`src/rtl/control_unit_pkg.sv`:
```
// Shared encodings for the PhilosophyV multi-cycle control unit:
// state codes, datapath select encodings, trap causes and RV32 opcodes.
package control_unit_pkg;

  localparam int STATE_WIDTH = 3;

  typedef enum logic [STATE_WIDTH-1:0] {
    ST_FETCH     = 3'd0,
    ST_DECODE    = 3'd1,
    ST_EXECUTE   = 3'd2,
    ST_MEMORY    = 3'd3,
    ST_WRITEBACK = 3'd4,
    ST_TRAP      = 3'd5
  } state_t;

  typedef enum logic [1:0] {
    CAUSE_NONE         = 2'd0,
    CAUSE_ILLEGAL      = 2'd1,
    CAUSE_IMEM_TIMEOUT = 2'd2,
    CAUSE_DMEM_TIMEOUT = 2'd3
  } trap_cause_t;

  localparam logic [1:0] WB_ALU  = 2'd0;
  localparam logic [1:0] WB_LOAD = 2'd1;
  localparam logic [1:0] WB_PC4  = 2'd2;

  localparam logic PC_SEL_PC4 = 1'b0;
  localparam logic PC_SEL_ALU = 1'b1;
  localparam logic ALU_A_RS1  = 1'b0;
  localparam logic ALU_A_PC   = 1'b1;
  localparam logic ALU_B_RS2  = 1'b0;
  localparam logic ALU_B_IMM  = 1'b1;

  localparam logic [6:0] OP_ALU_REG = 7'b0110011;
  localparam logic [6:0] OP_ALU_IMM = 7'b0010011;
  localparam logic [6:0] OP_LOAD    = 7'b0000011;
  localparam logic [6:0] OP_STORE   = 7'b0100011;
  localparam logic [6:0] OP_JAL     = 7'b1101111;
  localparam logic [6:0] OP_JALR    = 7'b1100111;

  // Every strobe the sequencer drives, gathered so one default covers them all.
  typedef struct packed {
    logic       imem_req;
    logic       dmem_req;
    logic       dmem_we;
    logic       ir_write;
    logic       alu_out_write;
    logic       control_override;
    logic       alu_src_a;
    logic       alu_src_b;
    logic       reg_write;
    logic [1:0] wb_sel;
    logic       pc_write;
    logic       pc_sel;
  } ctl_t;

  function automatic logic is_supported(input logic [6:0] op);
    return (op == OP_ALU_REG) || (op == OP_ALU_IMM) || (op == OP_LOAD) ||
           (op == OP_STORE)   || (op == OP_JAL)     || (op == OP_JALR);
  endfunction

endpackage

```
`src/rtl/ctrl_wait_counter.sv`:
```
// Memory-handshake wait counter; expired flags the last cycle a request
// may go unanswered before the sequencer traps.
module ctrl_wait_counter #(
  parameter int MEM_TIMEOUT   = 255,
  parameter int TIMEOUT_WIDTH = 8
) (
  input  logic clk,
  input  logic rst_n,
  input  logic clear,
  input  logic enable,
  output logic expired
);

  localparam logic [TIMEOUT_WIDTH-1:0] LIMIT = TIMEOUT_WIDTH'(MEM_TIMEOUT - 1);

  logic [TIMEOUT_WIDTH-1:0] count;

  always_ff @(posedge clk) begin
    if (!rst_n || clear) begin
      count <= '0;
    end else if (enable) begin
      count <= count + 1'b1;
    end
  end

  assign expired = (count == LIMIT);

endmodule

```
`src/rtl/control_unit.sv`:
```
// Multi-cycle FETCH/DECODE/EXECUTE/MEMORY/WRITEBACK sequencer with memory
// timeout supervision and an illegal-opcode trap.
module control_unit
  import control_unit_pkg::*;
#(
  parameter int MEM_TIMEOUT   = 255,
  parameter int TIMEOUT_WIDTH = 8
) (
  input  logic                   clk,
  input  logic                   rst_n,
  input  logic [6:0]             opcode,
  input  logic                   imem_ack,
  input  logic                   dmem_ack,
  output logic                   imem_req,
  output logic                   dmem_req,
  output logic                   dmem_we,
  output logic                   ir_write,
  output logic                   alu_out_write,
  output logic                   control_override,
  output logic                   alu_src_a,
  output logic                   alu_src_b,
  output logic                   reg_write,
  output logic [1:0]             wb_sel,
  output logic                   pc_write,
  output logic                   pc_sel,
  output logic                   trap,
  output logic [1:0]             trap_cause,
  output logic [STATE_WIDTH-1:0] state
);

  // Handshake: a request strobe stays high for as long as the FSM sits in its
  // request state; a single-cycle ack in that state completes the transfer.
  // Acks seen in any other state are ignored.

  state_t      state_q, state_d;
  trap_cause_t cause_q, cause_d;
  ctl_t        ctl;
  logic        waiting, ack_now, expired;

  assign waiting = (state_q == ST_FETCH) || (state_q == ST_MEMORY);
  assign ack_now = ((state_q == ST_FETCH) && imem_ack) ||
                   ((state_q == ST_MEMORY) && dmem_ack);

  ctrl_wait_counter #(
    .MEM_TIMEOUT  (MEM_TIMEOUT),
    .TIMEOUT_WIDTH(TIMEOUT_WIDTH)
  ) u_wait (
    .clk    (clk),
    .rst_n  (rst_n),
    .clear  (!waiting),
    .enable (waiting && !ack_now),
    .expired(expired)
  );

  always_ff @(posedge clk) begin
    if (!rst_n) begin
      state_q <= ST_FETCH;
      cause_q <= CAUSE_NONE;
    end else begin
      state_q <= state_d;
      cause_q <= cause_d;
    end
  end

  always_comb begin
    state_d = state_q;
    cause_d = cause_q;
    ctl     = '0;
    unique case (state_q)
      ST_FETCH: begin
        ctl.imem_req = 1'b1;
        if (imem_ack) begin
          ctl.ir_write = 1'b1;
          state_d      = ST_DECODE;
        end else if (expired) begin
          state_d = ST_TRAP;
          cause_d = CAUSE_IMEM_TIMEOUT;
        end
      end
      ST_DECODE: begin
        if (is_supported(opcode)) begin
          state_d = ST_EXECUTE;
        end else begin
          state_d = ST_TRAP;
          cause_d = CAUSE_ILLEGAL;
        end
      end
      ST_EXECUTE: begin
        ctl.alu_out_write = 1'b1;
        case (opcode)
          OP_ALU_REG: begin
            ctl.alu_src_a = ALU_A_RS1;
            ctl.alu_src_b = ALU_B_RS2;
          end
          OP_ALU_IMM: begin
            ctl.alu_src_a = ALU_A_RS1;
            ctl.alu_src_b = ALU_B_IMM;
          end
          OP_JAL: begin
            ctl.alu_src_a        = ALU_A_PC;
            ctl.alu_src_b        = ALU_B_IMM;
            ctl.control_override = 1'b1;
          end
          OP_LOAD, OP_STORE, OP_JALR: begin
            ctl.alu_src_a        = ALU_A_RS1;
            ctl.alu_src_b        = ALU_B_IMM;
            ctl.control_override = 1'b1;
          end
          default: ;
        endcase
        state_d = ((opcode == OP_LOAD) || (opcode == OP_STORE)) ? ST_MEMORY
                                                                : ST_WRITEBACK;
      end
      ST_MEMORY: begin
        ctl.dmem_req = 1'b1;
        ctl.dmem_we  = (opcode == OP_STORE);
        if (dmem_ack) begin
          state_d = ST_WRITEBACK;
        end else if (expired) begin
          state_d = ST_TRAP;
          cause_d = CAUSE_DMEM_TIMEOUT;
        end
      end
      ST_WRITEBACK: begin
        ctl.pc_write  = 1'b1;
        ctl.reg_write = (opcode != OP_STORE);
        if ((opcode == OP_JAL) || (opcode == OP_JALR)) begin
          ctl.wb_sel = WB_PC4;
          ctl.pc_sel = PC_SEL_ALU;
        end else begin
          ctl.wb_sel = (opcode == OP_LOAD) ? WB_LOAD : WB_ALU;
          ctl.pc_sel = PC_SEL_PC4;
        end
        state_d = ST_FETCH;
      end
      ST_TRAP: ;
      default: begin
        state_d = ST_TRAP;
        cause_d = CAUSE_ILLEGAL;
      end
    endcase
  end

  // Outputs are forced low combinationally while reset is held so the core
  // is quiet even before the first reset edge lands.
  assign imem_req         = rst_n & ctl.imem_req;
  assign dmem_req         = rst_n & ctl.dmem_req;
  assign dmem_we          = rst_n & ctl.dmem_we;
  assign ir_write         = rst_n & ctl.ir_write;
  assign alu_out_write    = rst_n & ctl.alu_out_write;
  assign control_override = rst_n & ctl.control_override;
  assign alu_src_a        = rst_n & ctl.alu_src_a;
  assign alu_src_b        = rst_n & ctl.alu_src_b;
  assign reg_write        = rst_n & ctl.reg_write;
  assign wb_sel           = rst_n ? ctl.wb_sel : 2'd0;
  assign pc_write         = rst_n & ctl.pc_write;
  assign pc_sel           = rst_n & ctl.pc_sel;
  assign trap             = rst_n & (state_q == ST_TRAP);
  assign trap_cause       = rst_n ? cause_q : 2'd0;
  assign state            = rst_n ? state_q : '0;

endmodule

```
`config.mk`:
```
export PLATFORM = sky130hd
export DESIGN_NAME = control_unit
export DESIGN_NICKNAME = d
export VERILOG_FILES = /design/src/rtl/control_unit_pkg.sv /design/src/rtl/ctrl_wait_counter.sv /design/src/rtl/control_unit.sv
export SDC_FILE = /design/constraint.sdc
export NUM_CORES = 1
export LEC_CHECK = 0
export ABC_AREA = 1
export CAP_MARGIN = 20
export CORE_MARGIN = 2
export CORE_UTILIZATION = 49
export CTS_CLUSTER_DIAMETER = 100
export CTS_CLUSTER_SIZE = 12
export DETAILED_ROUTE_END_ITERATION = 10
export MAX_ROUTING_LAYER = met4
export PLACE_DENSITY = 0.8
export REMOVE_ABC_BUFFERS = 1
export SYNTH_ARGS = -nofsm -noshare
export SYNTH_HDL_FRONTEND = slang
export SYNTH_HIERARCHICAL = 1
export SYNTH_SLANG_ARGS = --single-unit
export TNS_END_PERCENT = 1
```
`constraint.sdc`:
```
create_clock -name clk -period 3.5 [get_ports clk]
set_input_delay 0.35 -clock clk [delete_from_list [all_inputs] [get_ports clk]]
set_output_delay 0.35 -clock clk [all_outputs]
set_load 0.01 [all_outputs]
```
==> results of run 1 <==
==> critical path: cells and delay by family <==
family / cells / cell delay, ns
buffers and inverters: 4 / 1.39
AND/OR/NAND/NOR: 4 / 0.39
==> how the worst max path moves through the flow <==
| stage | startpoint | endpoint | cells past startpoint |
|---|---|---|---|
| 6_report | rst_n | wb_sel[0] | 8 |
| 5_1_grt | rst_n | wb_sel[0] | 8 |
| 4_1_cts | rst_n | alu_src_a | 6 |
| 3_5_place_dp | rst_n | alu_src_a | 6 |
| 3_3_place_gp | rst_n | alu_src_a | 6 |
| 2_1_floorplan | state_q[1] | u_wait/count[6] | 7 |
==> power groups by stage <==
stage / logic [mW] / clock network [mW] / registers (mW)
after detailed placement: 0.209 / 0 / 0.195
after CTS: 0.210 / 0.0932 / 0.191
after floorplan: 0.141 / 0 / 0.190
after global placement: 0.203 / 0 / 0.194
after global routing: 0.237 / 0.105 / 0.196
final: 0.210 / 0.0894 / 0.192
==> per-stage QoR <==
step / total power, mW / cell area (sq um) / util / worst slack (ns)
detailed placement: 0.404 / 1260 / 0.657 / 1.02
CTS: 0.495 / 1290 / 0.671 / 1.02
global route: 0.539 / 1290 / 0.671 / 0.876
floorplan: 0.331 / 938 / - / 1.91
finish: 0.491 / 1290 / 0.671 / 1.02
global placement: 0.397 / 1260 / 0.657 / 1.05
==> cells by family after synthesis <==
group                      Yosys count  synth area share
DFF                                 13             0.268
buffers and inverters               35             0.152
adders and majority gates            2            0.0258
and+or+nand+nor                     85             0.434
AOI/OAI and AO/OA                   22             0.120
==> cell usage after synthesis (all sizes together) <==
cell type | count | area, sq um
a21oi | 12 | 60.1
a31oi | 1 | 6.26
and3 | 1 | 6.26
buf | 4 | 31.3
dfxtp | 13 | 260
ha | 2 | 25.0
inv | 31 | 116
nand2 | 37 | 149
nand3 | 12 | 85.1
nand4 | 4 | 25.0
nor2 | 27 | 126
nor3 | 2 | 10.0
nor3b | 1 | 12.5
o211ai | 1 | 7.51
o21ai | 7 | 35.0
o31ai | 1 | 7.51
or2 | 1 | 6.26
==> state kept, by name (all words and copies together), names as in the netlist <==
register / flops
u_wait/count: 8
state_q: 3
cause_q: 2
==> routing by layer <==
layer | vias up | routed length, microns
met4 | 0 | 30
met5 | - | 0
li1 | 549 | -
met1 | 447 | 1030
met2 | 34 | 1130
met3 | 4 | 95
==> cell type report <==
type | instances | area [sq um]
well taps | 27 | 33.8
clock buffers | 4 | 26.3
multi-input cells | 109 | 562
flip-flops and latches | 13 | 260
inverters | 31 | 116
fillers | 182 | 633
repair buffers | 29 | 290
==> results_dict.tcl, run 1 <==
set metrics [dict create \
    layout_commonest_cell "nand2_1" \
    grt_max_degree 11 \
    synth_cells 157 \
    die_h_microns 48.5 \
    grt.total_usage 0.212 \
    ys_seq_area_frac 0.268 \
    r2r_end "u_wait/count[6]" \
    grt_util_met2 0.377 \
    combPwrFrac 0.427 \
    met1_usage 0.235 \
    area_growth_pct 32.9 \
    clkPwrFrac 0.182 \
    route.detailed.drc 0 \
    n_antenna_cell 0 \
    cts_sinks 13 \
    powerDensity_nw_per_um2 381 \
    cts_tree "built" \
    reg2reg_depth 7 \
    setup_viol 0 \
    holdWs_ns 0.450 \
    hold_viol 0 \
    wl_per_cell_microns 10.7 \
    whs_path_depth 2 \
    status "finished, final reports clean" \
    cp-end-kind "output port" \
    firstDrtPassIters 4 \
    grt_pass1_wl_microns 3920 \
    holdCritStartpoint "cause_q[0]" \
    tightest_slew_ns 0.472 \
    placementRows 16 \
    rrSetupSlack_ns 1.55 \
    finClkSkew_ns 0.00302 \
    num_io_pins 30 \
    peakVddDrop_mv 0.266 \
    p_sw_uw 191 \
    cap_viol_max_count 0 \
    drt_iter0_drc 15 \
    insertion_delay_ns 0.27 \
    post-route-period-util 0.708 \
    cpMaxStageDelayCell "clkdlybuf4s50_1" \
    r2r_start "state_q[1]" \
    syn_area_sq_um 970 \
    start_kind "input port" \
    die_w_microns 48.5 \
    min_to "cause_q[0]" \
    dp_hpwl_microns 1850 \
    grt_pass1_vias 975 \
    cts_resized 0 \
    p_int_uw 300 \
    final_cells 213 \
    numCtsBuffers 3 \
    max_clock_freq_ghz 0.403 \
    fin_tns_setup_ns 0 \
    slew_headroom 0.684 \
    postSynthAreaPerCell_sq_um 6.18 \
    p_seq_frac 0.391 \
    drv_slew 0 \
    switching_share 0.388 \
    wirelength_microns 2290 \
    path_class "in -> out" \
    final_cell_mix "33 x nand2_1, 29 x clkdlybuf4s50_1, 27 x inv_1" \
    core-area_sq_um 1920 \
    grt_overflow_total 0 \
    cts.clk_slew.worst_paths_ns 0.07 \
    path_max_fanout 10 \
    cts_buffer_depth 2 \
    use_met3 0.0370 \
    io_buffers 29 \
    htreeDepth 1 \
    dieArea_sq_um 2350 \
    start_util 0.505 \
    hold_class "reg -> reg" \
    grt-busiest-layer "met2" \
    vias 1034 \
    ys_warn_count 6 \
    cp.arrival_ns 2.13 \
    ant_nets 0 \
    path_cells "clkdlybuf4s50_1 -> nand2_1 -> inv_1 -> nand2_1 -> inv_1 -> nand3_1 -> nor3_1 -> clkdlybuf4s50_1" \
    layout_min_cycle_time_ns 2.48 \
    slowest_delay_ns 0.67 \
    placed_cells 209 \
    rsz0062_at_grt "no" \
    gp_congestion 0.816 \
    final_layout_size_suffix_gt1_frac 0.124 \
    yosysUniqueCellTypes 24 \
    leakage_nw 0.620 \
    postCtsHoldBufs 0 \
    antenna_found_initial 0 \
    vias_per_cell 4.85 \
    worstPathRequired_ns 3.15 \
    final_nets 200 \
    cts_setup_buffers 0 \
    synth-seq-cells 13 \
    root_buffer "clkbuf_4" \
]
No activity file was read; power rests on OpenSTA's default activity.
==> run 2: changes to the inputs <==
CORE_UTILIZATION = 41   (was 49)
PLACE_DENSITY = 0.71   (was 0.8)
clock period = 2 ns   (was 3.5 ns; I/O delays follow)
==> run 2 against run 1 <==
  * Die area rose by 18%
  * Critical path depth is 3 lower
  * Non-clock buffer count up 9
  * Clock power up 79%
  * First-iteration DRC count up 53%
  * Combinational power increased by 86%
  * Total power increased by 82%
  * Via count up 2.6%
  * Global-route usage down 0.64 points
  * Wire length increased by 6.7%
  * Largest cell class unchanged
  * Highest routed layer unchanged
==> results_dict.tcl, run 2 (synthesized netlist as in run 1, its figures left out) <==
set metrics [dict create \
    status "finished, final reports clean" \
    cts_sinks 13 \
    final_nets 209 \
    ant_nets 0 \
    crit_family "buffers and inverters" \
    path_cells "clkdlybuf4s50_1 -> inv_1 -> buf_4 -> nor2_1 -> clkdlybuf4s50_1" \
    core-area_sq_um 2230 \
    gp_congestion 0.871 \
    cts.clk_slew.worst_paths_ns 0.08 \
    slew_headroom 0.660 \
    grt_max_degree 10 \
    largestRegisters "u_wait/count: 8 flops, state_q: 3 flops, cause_q: 2 flops" \
    largest_reg_flops 8 \
    firstDrtPassIters 4 \
    die_w_microns 52.6 \
    cap_viol_max_count 0 \
    htreeDepth 1 \
    grt.total_usage 0.206 \
    drv_slew 0 \
    cp.arrival_ns 1.64 \
    final_cell_mix "33 x nand2_1, 27 x inv_1, 22 x clkdlybuf4s50_1" \
    post-place-ws_ns -0.0145 \
    hold_viol 0 \
    tightest_slew_ns 0.506 \
    drt_iter0_drc 23 \
    antenna_found_initial 0 \
    vias_per_cell 4.76 \
    powerDensity_nw_per_um2 648 \
    dp_hpwl_microns 1970 \
    cts_buffer_depth 2 \
    placed_cells 219 \
    peakVddDrop_mv 0.470 \
    crit_buf_inv 4 \
    grt_overflow_total 0 \
    start_kind "input port" \
    setup_viol 0 \
    path_max_fanout 5 \
    insertion_delay_ns 0.28 \
    slowest_delay_ns 0.54 \
    path_class "in -> out" \
    layout_min_cycle_time_ns 1.84 \
    grt_pass1_vias 1003 \
    route.detailed.drc 0 \
    power_uw 891 \
    placementRows 17 \
    wirelength_microns 2440 \
    root_buffer "clkbuf_4" \
    die_h_microns 52.6 \
    dieArea_sq_um 2770 \
    cp-end-kind "output port" \
    numCtsBuffers 3 \
    layout_commonest_cell "nand2_1" \
    area_growth_pct 41.8 \
    wl_per_cell_microns 10.9 \
    setup_slack_ns 0.158 \
    fill_cells 225 \
    path_common_cell "clkdlybuf4s50_1" \
    hold_class "reg -> reg" \
    num_io_pins 30 \
    vias 1061 \
    finClkSkew_ns 0.00999 \
    final_cells 223 \
    start_util 0.434 \
    cpMaxStageDelayCell "clkdlybuf4s50_1" \
    worstPathRequired_ns 1.80 \
    n_antenna_cell 0 \
    cts_tree "built" \
    final_layout_size_suffix_gt1_frac 0.185 \
    post-route-period-util 0.921 \
    leakage_nw 0.753 \
    rsz0062_at_grt "no" \
    max_clock_freq_ghz 0.543 \
    grt_pass1_wl_microns 4170 \
    io_buffers 29 \
    largest-register "u_wait/count" \
]
## run 2: report_power, final
group / leakage [nW] / switching, mW / internal [mW]
Combinational: 0.631 / 0.220 / 0.171
Clock: 0.0150 / 0.0825 / 0.0773
Sequential: 0.107 / 0.0443 / 0.296
Total: 0.753 / 0.347 / 0.544
## run 2: per-layer routing
| layer | vias to the layer above | global-route usage | routed length (microns) |
|---|---|---|---|
| met4 | 0 | 0.0641 | 29 |
| li1 | 564 | - | - |
| met1 | 468 | 0.235 | 1100 |
| met3 | 5 | 0.0371 | 96 |
| met5 | - | - | 0 |
| met2 | 24 | 0.363 | 1220 |
## run 2: path summary, 6_finish.rpt
check,from,endpoint,slack (ns),depth (start not counted)
setup / recovery,rst_n,imem_req,0.16,5
hold / removal,cause_q[0],cause_q[0],0.45,2
setup reg to reg,state_q[0],u_wait/count[6],0.25,8
hold reg to reg,cause_q[0],cause_q[0],0.45,2
## run 2: timing repair
| action | CTS | global route |
|---|---|---|
| cloned | 0 | 0 |
| buffers inserted | 0 | 0 |
| gates resized for setup | 6 | 6 |
| hold buffers | 0 | 0 |
| endpoints found under the setup margin | 5 | 5 |
## run 2: area by class of cell
type                    instances  area, sq um  share of cell area
repair buffers                 38          364               0.265
clock buffers                   4         26.3              0.0191
well taps                      28         35.0              0.0255
inverters                      31          116              0.0846
multi-input cells             109          569               0.414
flip-flops and latches         13          264               0.192
## run 2: tightest hold or removal path, stage by stage (launching register included)
cell and delay, ns:
dfxtp_1 0.32, inv_1 0.05, a21oi_1 0.05
## run 2: metrics by stage
stage / area (sq um) / utilization / TNS, ns / hold WS (ns)
2_1_floorplan: 938 / - / 0 / 0.298
3_3_place_gp: 1330 / 0.596 / 0 / 0.436
3_5_place_dp: 1330 / 0.596 / -0.0245 / 0.448
4_1_cts: 1360 / 0.610 / 0 / 0.461
5_1_grt: 1380 / 0.616 / 0 / 0.480
6_report: 1380 / 0.616 / 0 / 0.453
==> run 3: changes to the inputs <==
CORE_UTILIZATION = 54   (was 41)
DONT_BUFFER_PORTS = 1   (was default)
PLACE_DENSITY = 0.69   (was 0.71)
SKIP_CTS_REPAIR_TIMING = 1   (was default)
SLEW_MARGIN = 10   (was default)
==> run 3 against run 2 <==
  * Non-clock buffer count shrank 37
  * Clock skew shrank 0.0083 ns
  * Critical path depth increased by 1
  * Design area shrank 27%
  * Largest power group is now registers
  * Critical endpoint is now wb_sel[0]
  * Count of clock-buffer cells in the layout unchanged
  * First-iteration DRC count down 13%
  * Highest routed layer unchanged
  * Final cell count decreased by 18%
  * Combinational power shrank 21%
  * Hold slack worse by 0.42 ns
  * Global-route usage grew 0.23 points
  * Worst setup slack improved by 0.10 ns
==> results_dict.tcl, run 3 (synthesized netlist as in run 1, its figures left out) <==
set metrics [dict create \
    status "finished, final reports clean" \
    cts_tree "built" \
    grt_pass1_wl_microns 3150 \
    placed_cells 179 \
    num_io_pins 30 \
    placementRows 15 \
    rsz0062_at_grt "no" \
    cp.arrival_ns 1.54 \
    multi_input_area_sq_um 562 \
    switching_share 0.406 \
    core-area_sq_um 1710 \
    regArea_sq_um 260 \
    insertion_delay_ns 0.27 \
    grt_pass1_vias 815 \
    largest_reg_flops 8 \
    path_class "reg -> out" \
    final_nets 172 \
    fill_cells 172 \
    dp_hpwl_microns 1640 \
    gp_congestion 0.865 \
    firstDrtPassIters 4 \
    wirelength_microns 2030 \
    hold_class "in -> reg" \
    largestRegisters "u_wait/count: 8 flops, state_q: 3 flops, cause_q: 2 flops" \
    p_seq_frac 0.419 \
    start_kind "flip-flop" \
    layout_min_cycle_time_ns 1.74 \
    cp-end-kind "output port" \
    dieArea_sq_um 2150 \
    largest-register "u_wait/count" \
    leakage_nw 0.520 \
    route.detailed.drc 0 \
    antenna_found_initial 0 \
    cts.clk_slew.worst_paths_ns 0.08 \
    powerDensity_nw_per_um2 802 \
    post-route-period-util 0.870 \
    finClkSkew_ns 0.00173 \
    slew_headroom 0.687 \
    drt_iter0_drc 20 \
    worstPathRequired_ns 1.80 \
    peakVddDrop_mv 0.585 \
    io_buffers 0 \
    layout_commonest_cell "nand2_1" \
    vias 944 \
    final_cells 183 \
    vias_per_cell 5.16 \
    final_layout_size_suffix_gt1_frac 0.152 \
    p_sw_uw 327 \
    hold_viol 0 \
    combPwrFrac 0.381 \
    power_uw 805 \
    area_growth_pct 3.48 \
    cts_buffer_depth 2 \
    root_buffer "clkbuf_4" \
    die_h_microns 46.4 \
    cap_viol_max_count 0 \
    p_int_uw 478 \
    start_util 0.568 \
    grt_overflow_total 0 \
    max_clock_freq_ghz 0.575 \
    clkPwrFrac 0.199 \
    fin_tns_setup_ns 0 \
    cts_sinks 13 \
    ant_nets 0 \
    n_antenna_cell 0 \
    setup_viol 0 \
    tightest_slew_ns 0.468 \
    grt.total_usage 0.208 \
    wl_per_cell_microns 11.1 \
    drv_slew 0 \
    grt_max_degree 11 \
    numCtsBuffers 3 \
    die_w_microns 46.4 \
    final_cell_mix "33 x nand2_1, 27 x inv_1, 21 x nor2_1" \
    htreeDepth 1 \
    path_max_fanout 5 \
]
run 3: path summary, 6_finish.rpt:
check	end	from	slack (ns)	depth (start not counted)
min reg2reg	cause_q[0]	cause_q[0]	0.46	2
min	state_q[1]	rst_n	0.03	2
max	wb_sel[0]	state_q[2]	0.26	6
max reg2reg	u_wait/count[5]	state_q[0]	0.30	9
run 3: metal layers:
layer	vias to the layer above	global-route usage	share of wire
met5	-	-	0
met4	0	0.0686	0.0069
met3	2	0.0235	0.034
met2	24	0.403	0.53
met1	427	0.211	0.43
li1	491	-	-
run 3: layout make-up:
cell class,count,share of cell area
inverters,31,0.116
multi-input cells,109,0.560
flip-flops and latches,13,0.259
repair buffers,1,0.00748
clock buffers,4,0.0262
well taps,25,0.0312
run 3: through the flow:
stage | util | worst slack [ns] | instance area [sq um] | hold WS (ns)
after global placement | 0.572 | 0.380 | 977 | 0.308
after detailed placement | 0.572 | 0.305 | 977 | 0.314
after CTS | 0.588 | 0.240 | 1000 | 0.0297
after global routing | 0.588 | 0.117 | 1000 | 0.0292
final | 0.588 | 0.260 | 1000 | 0.0320
after floorplan | - | 0.410 | 938 | 0.298
run 3: power by group through the flow:
stage | combinational, mW | clock, mW | sequential (mW)
floorplan | 0.247 | 0 | 0.333
global placement | 0.297 | 0 | 0.342
detailed placement | 0.307 | 0 | 0.343
CTS | 0.307 | 0.168 | 0.337
global route | 0.361 | 0.178 | 0.342
finish | 0.307 | 0.160 | 0.337
run 3: worst max-delay path: stages, from the launching register on:
cell	delay [ns]
dfxtp_1	0.43
nand2_1	0.07
inv_1	0.12
nand2_1	0.11
inv_1	0.14
nand3_1	0.09
nor3_1	0.31
